`src/rtl/text_pkg.sv`:
```
// text_pkg: shared constants and pipeline bundle types for the text band renderer.
// The cursor column only rides the side-band pipeline when TEXT_CURSOR_EN is defined.
package text_pkg;

    localparam int CHAR_W      = 8;
    localparam int CHAR_H      = 16;
    localparam int TEXT_COLS   = 80;
    localparam int TEXT_LAT    = 6;
    localparam int BLINK_BITS  = 5;
    localparam int CURSOR_ROW0 = 14;

    typedef struct packed {
`ifdef TEXT_CURSOR_EN
        logic [6:0] col;
`endif
        logic [2:0] xbit;
        logic [3:0] row;
        logic       in_band;
        logic       de;
    } side_t;

    typedef struct packed {
        logic hsync;
        logic vsync;
        logic de;
    } sync_t;

    function automatic logic in_cursor_rows(input logic [3:0] row);
        return row >= 4'(CURSOR_ROW0);
    endfunction

endpackage

```
`src/rtl/sig_delay.sv`:
```
// sig_delay: fixed-depth shift-register delay with synchronous active-low clear.
module sig_delay #(
    parameter int WIDTH = 1,
    parameter int DEPTH = 1
) (
    input  logic             clk,
    input  logic             resetn,
    input  logic [WIDTH-1:0] din_i,
    output logic [WIDTH-1:0] dout_o
);

    logic [WIDTH-1:0] pipe_q [DEPTH];

    always_ff @(posedge clk) begin
        if (!resetn) begin
            for (int i = 0; i < DEPTH; i++) pipe_q[i] <= '0;
        end else begin
            pipe_q[0] <= din_i;
            for (int i = 1; i < DEPTH; i++) pipe_q[i] <= pipe_q[i-1];
        end
    end

    assign dout_o = pipe_q[DEPTH-1];

endmodule

```
`src/rtl/text_line_renderer.sv`:
```
// text_line_renderer: fetches 80 characters of one text band and serialises glyph rows into pixels.
// TEXT_CURSOR_EN adds a blinking underline cursor at cursor_col.
module text_line_renderer
    import text_pkg::*;
#(
    parameter int TEXT_Y0 = 232
) (
    input  logic        clk,
    input  logic        resetn,
    input  logic [9:0]  hpos,
    input  logic [9:0]  vpos,
    input  logic        de,
    input  logic        hsync,
    input  logic        vsync,
    output logic [6:0]  char_addr,
    input  logic [6:0]  char_code,
    output logic [10:0] font_addr,
    input  logic [7:0]  font_row,
    output logic        pix_out,
    output logic        de_out,
    output logic        hsync_out,
    output logic        vsync_out
`ifdef TEXT_CURSOR_EN
    ,
    input  logic [6:0]  cursor_col
`endif
);

    side_t       side_in, side_s2, side_s4;
    sync_t       sync_in, sync_out;
    logic [6:0]  char_addr_q;
    logic [10:0] font_addr_q;
    logic        pix_q, pix_d;
    logic        cursor_hit;

    always_comb begin
        side_in         = '0;
        side_in.xbit    = hpos[2:0];
        side_in.row     = 4'(vpos - 10'(TEXT_Y0));
        side_in.in_band = (vpos >= 10'(TEXT_Y0)) && (vpos < 10'(TEXT_Y0 + CHAR_H));
        side_in.de      = de;
`ifdef TEXT_CURSOR_EN
        side_in.col     = hpos[9:3];
`endif
    end

    // Split at stage 2 so the glyph row is available when font_addr is formed.
    sig_delay #(.WIDTH($bits(side_t)), .DEPTH(3)) u_side_a (
        .clk    (clk),
        .resetn (resetn),
        .din_i  (side_in),
        .dout_o (side_s2)
    );

    sig_delay #(.WIDTH($bits(side_t)), .DEPTH(2)) u_side_b (
        .clk    (clk),
        .resetn (resetn),
        .din_i  (side_s2),
        .dout_o (side_s4)
    );

    assign sync_in = '{hsync: hsync, vsync: vsync, de: de};

    sig_delay #(.WIDTH($bits(sync_t)), .DEPTH(TEXT_LAT)) u_sync (
        .clk    (clk),
        .resetn (resetn),
        .din_i  (sync_in),
        .dout_o (sync_out)
    );

`ifdef TEXT_CURSOR_EN
    logic [BLINK_BITS-1:0] blink_q, blink_d;
    assign blink_d    = (vpos == 10'd480 && hpos == 10'd0) ? blink_q + 1'b1 : blink_q;
    assign cursor_hit = blink_q[BLINK_BITS-1] && side_s4.col == cursor_col && in_cursor_rows(side_s4.row);
    always_ff @(posedge clk) begin
        if (!resetn) blink_q <= '0;
        else         blink_q <= blink_d;
    end
`else
    assign cursor_hit = 1'b0;
`endif

    assign pix_d = (font_row[3'd7 - side_s4.xbit] ^ cursor_hit) & side_s4.in_band & side_s4.de;

    always_ff @(posedge clk) begin
        if (!resetn) begin
            char_addr_q <= '0;
            font_addr_q <= '0;
            pix_q       <= 1'b0;
        end else begin
            char_addr_q <= hpos[9:3];
            font_addr_q <= {char_code, side_s2.row};
            pix_q       <= pix_d;
        end
    end

    assign char_addr = char_addr_q;
    assign font_addr = font_addr_q;
    assign pix_out   = pix_q;
    assign de_out    = sync_out.de;
    assign hsync_out = sync_out.hsync;
    assign vsync_out = sync_out.vsync;

endmodule

```
`config.mk`:
```
export PLATFORM = sky130hd
export DESIGN_NAME = text_line_renderer
export DESIGN_NICKNAME = d
export VERILOG_FILES = /design/src/rtl/text_pkg.sv /design/src/rtl/sig_delay.sv /design/src/rtl/text_line_renderer.sv
export SDC_FILE = /design/constraint.sdc
export NUM_CORES = 1
export LEC_CHECK = 0
export ABC_CLOCK_PERIOD_IN_PS = 1800
export BUFFER_PORTS_ARGS = -buffer_cell sky130_fd_sc_hd__clkbuf_2
export CAP_MARGIN = 25
export CORE_MARGIN = 5
export CORE_UTILIZATION = 45
export DETAILED_ROUTE_END_ITERATION = 7
export HOLD_SLACK_MARGIN = 0.02
export PLACE_DENSITY = 0.82
export RECOVER_POWER = 25
export SLEW_MARGIN = 10
export SYNTH_ARGS = -nofsm -noshare
export SYNTH_HDL_FRONTEND = slang
export SYNTH_SLANG_ARGS = --single-unit
```
`constraint.sdc`:
```
create_clock -name clk -period 1.8 [get_ports clk]
set_clock_uncertainty 0.2 [all_clocks]
set_input_delay 0.54 -clock clk [delete_from_list [all_inputs] [get_ports clk]]
set_output_delay 0.54 -clock clk [all_outputs]
set_load 0.005 [all_outputs]
```
### Yosys cells after proc, flatten, opt, wreduce, memory -nomap -nowiden

Memories as Yosys holds them, arrays and structs flattened.
Cells that the tools add are included.

* $add $sub $neg: 2
* reduce and logical (&&, ||, !) cells: 1
* divide/modulo/power cells: 0
* order comparisons: 3
* bitwise gates (word level): 13
* equal/unequal tests: 0
* shift operators: 0
* muxes and demuxes: 15
* multipliers: 0

Operators with widths (count)
* two-way mux 9 bit: 5
* two-way mux 3 bit: 6
* bitwise OR 1 bit: 11
* >= comparator 10 x 8 -> 1 bit (second input constant): 1
* < comparator 10 x 8 -> 1 bit (second input constant): 1
* < comparator 3 x 4 -> 1 bit (second input constant): 1
* subtractor 4 bit (second input constant): 1
* binary-select mux 1 bit (select 3 bit): 1
* two-way mux 1 bit: 3
* subtractor 3 bit (first input constant): 1
* AND 1 bit: 2
* logical AND 1 bit: 1

* bits in read-only memories: 0
* latch bits: 0
* logic and storage cells: 40
* memories kept: 3
* output and inout bits: 22
* bits in writable memories: 63
* bits in registers: 19
* bits of input ports: 40

Memory list
* u_side_a.pipe_q: depth 3, bits a word 9, rd ports 3, clocked after memory_dff 0, write ports 3, RTL line sig_delay.sv:12 `logic [WIDTH-1:0] pipe_q [DEPTH];`
* u_side_b.pipe_q: depth 2, bits a word 9, rd ports 2, clocked after memory_dff 0, write ports 2, RTL line sig_delay.sv:12
* u_sync.pipe_q: depth 6, bits a word 3, rd ports 6, clocked after memory_dff 0, write ports 6, RTL line sig_delay.sv:12

### Depth between registers and ports, before layout

Gate-level depths: netlist (run 1).
An unclocked memory read counts as a cell.

* depth in word-level cells: 6
* gate-level depth with buffers: 3

### Hierarchy

From an unflattened synthesis (run 1), not the netlist that was laid out.

* cells, all modules: 198
* area total of the unflattened synthesis: 2513.7 µm²

By module, submodules not included
* sig_delay (u_side_a): cells an instance 65, instances 1, area each 825.8 µm², sequential area each 540.5 µm²
* text_line_renderer: cells an instance 47, instances 1, area each 594.3 µm², sequential area each 380.4 µm²
* sig_delay (u_side_b): cells an instance 46, instances 1, area each 569.3 µm², sequential area each 360.3 µm²
* sig_delay (u_sync): cells an instance 40, instances 1, area each 524.3 µm², sequential area each 360.3 µm²

### Worst setup path before layout (run 1)

Ideal clock, no wire load.

* path type: input to register
* from: input port font_row[2]
* to: register pix_q (netlist: pix_out)
* buffers on the path: 0
* data required time: 1462 ps
* stages: 3
* setup time: 138 ps
* path slack: 338 ps
* arrival time: 1125 ps
* path through: mux4_1 -> inv_1 -> a2111oi_1

* cells in the longest elaborated chain, start to end: 4

RTL lines
* start: declaration: RTL line text_line_renderer.sv:18 `input logic [7:0] font_row,`
* binary-select mux 1 bit (select 3 bit): RTL line text_line_renderer.sv:83 `assign pix_d = (font_row[3'd7 - side_s4.xbit] ^ cursor_hit) & side_s4.in_band & side_s4.de;`
* two-way mux 1 bit (implied by the code): RTL line text_line_renderer.sv:83
* AND 1 bit (2 in a row): RTL line text_line_renderer.sv:83
* end signal: assignment: RTL line text_line_renderer.sv:93 `pix_q <= pix_d;`
* end: declaration: RTL line text_line_renderer.sv:33 `logic pix_q, pix_d;`

No other way between the ends. The select of a mux whose other input is x is not followed.
A chain may end at the register's enable or synchronous reset.

### Final worst setup path (run 1)

* from: register font_addr_q[8] (netlist: font_addr[8])
* to: output port font_addr[8]

RTL lines
* start: declaration: RTL line text_line_renderer.sv:32 `logic [10:0] font_addr_q;`
* start signal: assignment: RTL line text_line_renderer.sv:92 `font_addr_q <= {char_code, side_s2.row};`
* end: declaration: RTL line text_line_renderer.sv:17 `output logic [10:0] font_addr,`

No word-level cell between the ends.

==> flow_summary.yaml, run 1 <==
critical_path:
  path_max_fanout: 1
  cp-start-kind: "register"
  cp_cell_sequence: "clkbuf_2"
  cp-end-kind: "primary output"
  crit_arrival_ns: 0.74
  critPathTopFamily: "flip-flops"
  worst_ep_required_time_ns: 1.06
  slowest_delay_ns: 0.32
  worstReg2RegStart: "u_side_b.pipe_q[0][15]"
  crit_start: "font_addr[8]"
  cp_slowest_cell: "dfxtp_1"
  critical_path_class: "reg -> out"
  path_buf_inv: 1
synth:
  yosys.area.top_type: "dfxtp_1"
  synth_seq_cells: 69
  synth-async-reset-ratio: 0
  ys_types: 16
  synth_nets: 200
  syn_inst: 160
  ys_seq_area_frac: 0.703
  synth_warnings: 0
  avgSynthCellArea_sq_um: 12.3
  synth_flop_cell: "dfxtp_1"
  synthTopCellsByArea: "dfxtp_1 (70%), and2_1 (21%), buf_4 (1.5%), clkbuf_1 (1.3%), mux4_1 (1.3%)"
  synth_top_cell_area_share: 0.703
  syn_area_sq_um: 1970
  synth_edf_count: 0
timing:
  max_slew.worst_pin.slew_ns: 0.600
  hold_viol: 0
  post-route-period-util: 0.822
  fin_crit_ns: 1.48
  slew_violations: 0
  relSlewSlack: 0.600
  rsz0062_at_grt: "no"
  fmax_mhz: 676
  setup_viol: 0
  tns_ns: 0
cells_and_area:
  drive_gt1_frac: 0.329
  layout_common_cells: "dfxtp_1 (69), clkbuf_2 (61), and2_1 (57), clkbuf_8 (11), and2_0 (9)"
  layout_commonest_cell: "dfxtp_1"
  nets: 263
  postLayoutCoreUtil: 0.573
  areaGrowthSynthToFinish_pct: 25.1
  antenna_cells: 0
pwr:
  ir_drop_mv: 0.569
  power_density_nw_per_um2: 1120
  p_leak_nw: 1.13
global_route:
  grt_pass1_vias: 1143
  antenna_found_initial: 0
  grt_pass1_wl_mm: 4.73
  grt_max_degree: 50
  track_usage: 0.104
  grt.overflow.total: 0
die:
  die_width_um: 76.1
  die_y_um: 76.1
  core.rowCount: 24
  die-area_sq_um: 5790
  io_pins: 62
  core-area_sq_um: 4290
  initial_core_util: 0.458
placed_design:
  place.gp.congestion: 0.669
  place_hpwl_mm: 1.87
  portBuffers: 61
detailed_routing:
  routed_via_density: 4.08
  first_pass_iters: 4
  routed_wl_mm: 2.66
  drt_iter0_drc: 35
  num_vias: 1142
  drc: 0
  ant_nets: 0
  wl_per_cell_um: 9.51
clock_network:
  clock_latency_ns: 0.32
  cts_sinks: 69
  cts_max_level: 3
  cts-root-buf: "clkbuf_8"
  path_clk_slew_ns: 0.06
  cts-resized-gates: 0
  postCtsHoldBufs: 0
  post_cts_buffers: 0
  cts_tree: "done"
  cts_buffer_depth: 2
  cts_buffers: 9
outcome:
  run_status: "finished clean"
run:
  maxCapViolCount: 0
worst_hold_path:
  min_path_type: "in -> reg"
  hp-start: "vpos[3]"
state kept, by name, summed over array words and instances, names as in the netlist:
register and count:
char_addr 7, u_side_a.pipe_q 24, pix_out 1, u_sync.pipe_q 18, u_side_b.pipe_q 8, font_addr 11
per-layer routing:
layer  track usage  share of wire  vias to the layer above
li1              -              -                      615
met1         0.109           0.43                      469
met2         0.152           0.43                       51
met3        0.0473           0.10                        7
met4        0.0997          0.036                        0
met5             0              0                        -
path summary, 6_finish.rpt:
path                                          endpoint  cells after the start  slack, ns
worst max-delay path                      font_addr[8]                      1       0.32
worst min-delay path             u_side_a.pipe_q[0][5]                      2       0.21
worst max register to register                 pix_out                      3       0.42
worst min register to register  u_side_a.pipe_q[0][26]                      1       0.23
final cells by class:
| type | instances | area [sq um] |
|---|---|---|
| multi-input cells | 79 | 524 |
| clock inverters | 1 | 5.00 |
| clock buffers | 15 | 166 |
| inverters | 1 | 3.75 |
| flip-flops and latches | 69 | 1380 |
| fillers | 372 | 1840 |
| well taps | 52 | 65.1 |
| repair buffers | 63 | 313 |
logic make-up (layout without fill, tap and decap cells):
group	after synthesis	after routing	synth area share
and+or+nand+nor	74	74	0.234
DFF	69	69	0.703
buffers and inverters	12	80	0.0306
AOI/OAI and AO/OA	2	2	0.00955
muxes	2	2	0.0191
xor gates and xnor gates	1	1	0.00446
cell usage after synthesis (2+ instances only):
master / count
clkbuf_1: 7
dfxtp_1: 69
and2_1: 66
nor2b_1: 2
nand2_1: 2
buf_4: 4
power by group:
| part | leakage (nW) | switching, mW | total [mW] | internal [mW] |
|---|---|---|---|---|
| combinational | 0.477 | 0.0455 | 0.116 | 0.0706 |
| clock | 0.0877 | 0.481 | 1.06 | 0.576 |
| sequential | 0.565 | 0.0101 | 1.59 | 1.58 |
| total | 1.13 | 0.537 | 2.76 | 2.22 |
per-stage QoR:
stage / worst slack (ns) / cell area (sq um) / power [mW] / hold WS [ns] / std cells
final: 0.321 / 2460 / 2.76 / 0.206 / 280
after global routing: 0.252 / 2460 / 2.90 / 0.189 / 280
after CTS: 0.282 / 2470 / 2.82 / 0.186 / 280
after detailed placement: 0.171 / 2290 / 1.74 / 0.217 / 264
after global placement: 0.240 / 2290 / 1.74 / 0.213 / 264
after floorplan: 0.338 / 1970 / 1.67 / 0.212 / 160
No activity file was read; power rests on OpenSTA's default activity.
==> inputs of run 2 (changes only) <==
- ABC_CLOCK_PERIOD_IN_PS: 1800 -> 1250
- CORE_UTILIZATION: 45 -> 44
- PLACE_DENSITY: 0.82 -> 0.83
- clock period: 1.8 -> 1.25 ns (I/O delays scaled with it)
==> flow_summary.yaml, run 2 (same netlist as run 1, synthesis figures left out) <==
outcome:
  run_status: "complete, but fails checks"
  violations: "negative setup slack"
critical_path:
  critical_path_class: "reg -> out"
  cp-end-kind: "primary output"
  worstReg2RegStart: "u_side_b.pipe_q[0][15]"
  r2r_end: "pix_out"
  worst_ep_required_time_ns: 0.68
  critPathTopFamily: "flip-flops"
  cp_slowest_cell: "dfxtp_2"
  path_max_fanout: 1
  worstRegToRegCells: 3
  crit_arrival_ns: 0.74
  path_buf_inv: 1
  cp_cell_sequence: "clkbuf_2"
  ff2ff_setup_slack_ns: -0.06
  slowest_delay_ns: 0.32
  cp-start-kind: "register"
pwr:
  p_leak_nw: 1.17
  power_frac_comb: 0.043
  p_total_mw: 4.26
  switchingPower_mw: 0.805
  ir_drop_mv: 1.18
  power_density_nw_per_um2: 1670
  power.share.clock: 0.421
  switching_share: 0.189
  p_seq_frac: 0.536
  internal_power_mw: 3.46
global_route:
  grt_pass1_vias: 1188
  track_usage: 0.108
  grt.overflow.total: 0
  grt_max_degree: 41
  antenna_found_initial: 0
  grt_pass1_wl_mm: 4.97
timing:
  post-route-period-util: 1.05
  fin_crit_ns: 1.31
  setup_viol: 23
  slew_violations: 0
  hold_viol: 0
  rsz0062_at_grt: "yes"
  relSlewSlack: 0.727
  setup_slack_ns: -0.0605
  fmax_mhz: 763
  max_slew.worst_pin.slew_ns: 0.409
  tns_ns: -1.18
placed_design:
  dp_cells: 265
  place_hpwl_mm: 2.01
  place.gp.congestion: 0.651
  placed_area_sq_um: 2310
  portBuffers: 61
detailed_routing:
  drc: 0
  wl_per_cell_um: 10.0
  first_pass_iters: 4
  routed_wl_mm: 2.82
  drt_iter0_drc: 18
  ant_nets: 0
  num_vias: 1155
  routed_via_density: 4.11
cells_and_area:
  areaGrowthSynthToFinish_pct: 29.7
  drive_gt1_frac: 0.432
  fin_area_sq_um: 2550
  multi_input_area_sq_um: 527
  nets: 264
  antenna_cells: 0
  largest_reg_flops: 24
  final_cells: 281
  top_register: "u_side_a.pipe_q"
  ff_latch_area_sq_um: 1400
  fill_cells: 354
  layout_commonest_cell: "and2_1"
  layout_common_cells: "and2_1 (57), dfxtp_1 (54), clkbuf_2 (54), dfxtp_2 (15), clkbuf_8 (12)"
die:
  initial_core_util: 0.451
  die_y_um: 76.8
  die_width_um: 76.8
  core.rowCount: 24
  io_pins: 62
  core-area_sq_um: 4350
  die-area_sq_um: 5900
worst_hold_path:
  min_to: "u_sync.pipe_q[0][0]"
  hp-start: "de"
  min_path_type: "in -> reg"
  hold_depth: 2
clock_network:
  postCtsHoldBufs: 0
  cts-root-buf: "clkbuf_8"
  cts_buffer_depth: 2
  path_clk_slew_ns: 0.07
  cts_max_level: 3
  cts_buffers: 9
  cts_tree: "done"
  cts_sinks: 69
  clock_latency_ns: 0.32
run:
  maxCapViolCount: 0
==> run 2: layout make-up <==
cell class,instances,share of cell area
Inverter,1,0.00147
Clock buffer,12,0.0648
Timing Repair Buffer,64,0.135
Sequential cell,69,0.549
Multi-Input combinational cell,79,0.207
Tap cell,52,0.0255
Clock inverter,4,0.0177
==> run 2: per-stage QoR <==
step,hold slack (ns),worst slack (ns),util
after floorplan,0.212,-0.00742,-
after global placement,0.213,-0.128,0.531
after detailed placement,0.217,-0.219,0.531
after CTS,0.0356,-0.0942,0.582
after global routing,0.0317,-0.112,0.585
final,0.0565,-0.0605,0.585
==> run 2: worst register-to-register path, stage by stage, from the launching register on <==
cell and delay [ns]:
dfxtp_2 0.35, mux4_2 0.51, inv_2 0.07, a2111oi_2 0.05
==> run 2: routing by layer <==
layer,wire length (um),track usage
met1,1170,0.112
met5,0,0
met2,1320,0.169
met3,285,0.0492
met4,42,0.0839
==> run 2: timing repair <==
item                       in CTS  in global routing
gates resized for setup         8                 16
setup endpoints to repair      23                 23
buffers inserted                0                  0
pin swaps                       0                  0
==> run 2: worst max path at each step <==
stage	endpoint	startpoint	slack (ns)	depth (start not counted)
after floorplan	pix_out	font_row[0]	-0.007	3
after global routing	font_addr[1]	font_addr[1]	-0.11	1
after global placement	pix_out	resetn	-0.13	4
final	font_addr[1]	font_addr[1]	-0.06	1
after detailed placement	pix_out	resetn	-0.22	4
after CTS	font_addr[0]	font_addr[0]	-0.09	1
==> run 2: power by group through the flow <==
| stage | sequential, mW | clock, mW | combinational [mW] |
|---|---|---|---|
| after detailed placement | 2.33 | 0 | 0.185 |
| after CTS | 2.29 | 1.86 | 0.187 |
| after global placement | 2.33 | 0 | 0.178 |
| after floorplan | 2.33 | 0 | 0.0774 |
| final | 2.29 | 1.79 | 0.182 |
| after global routing | 2.29 | 1.97 | 0.206 |
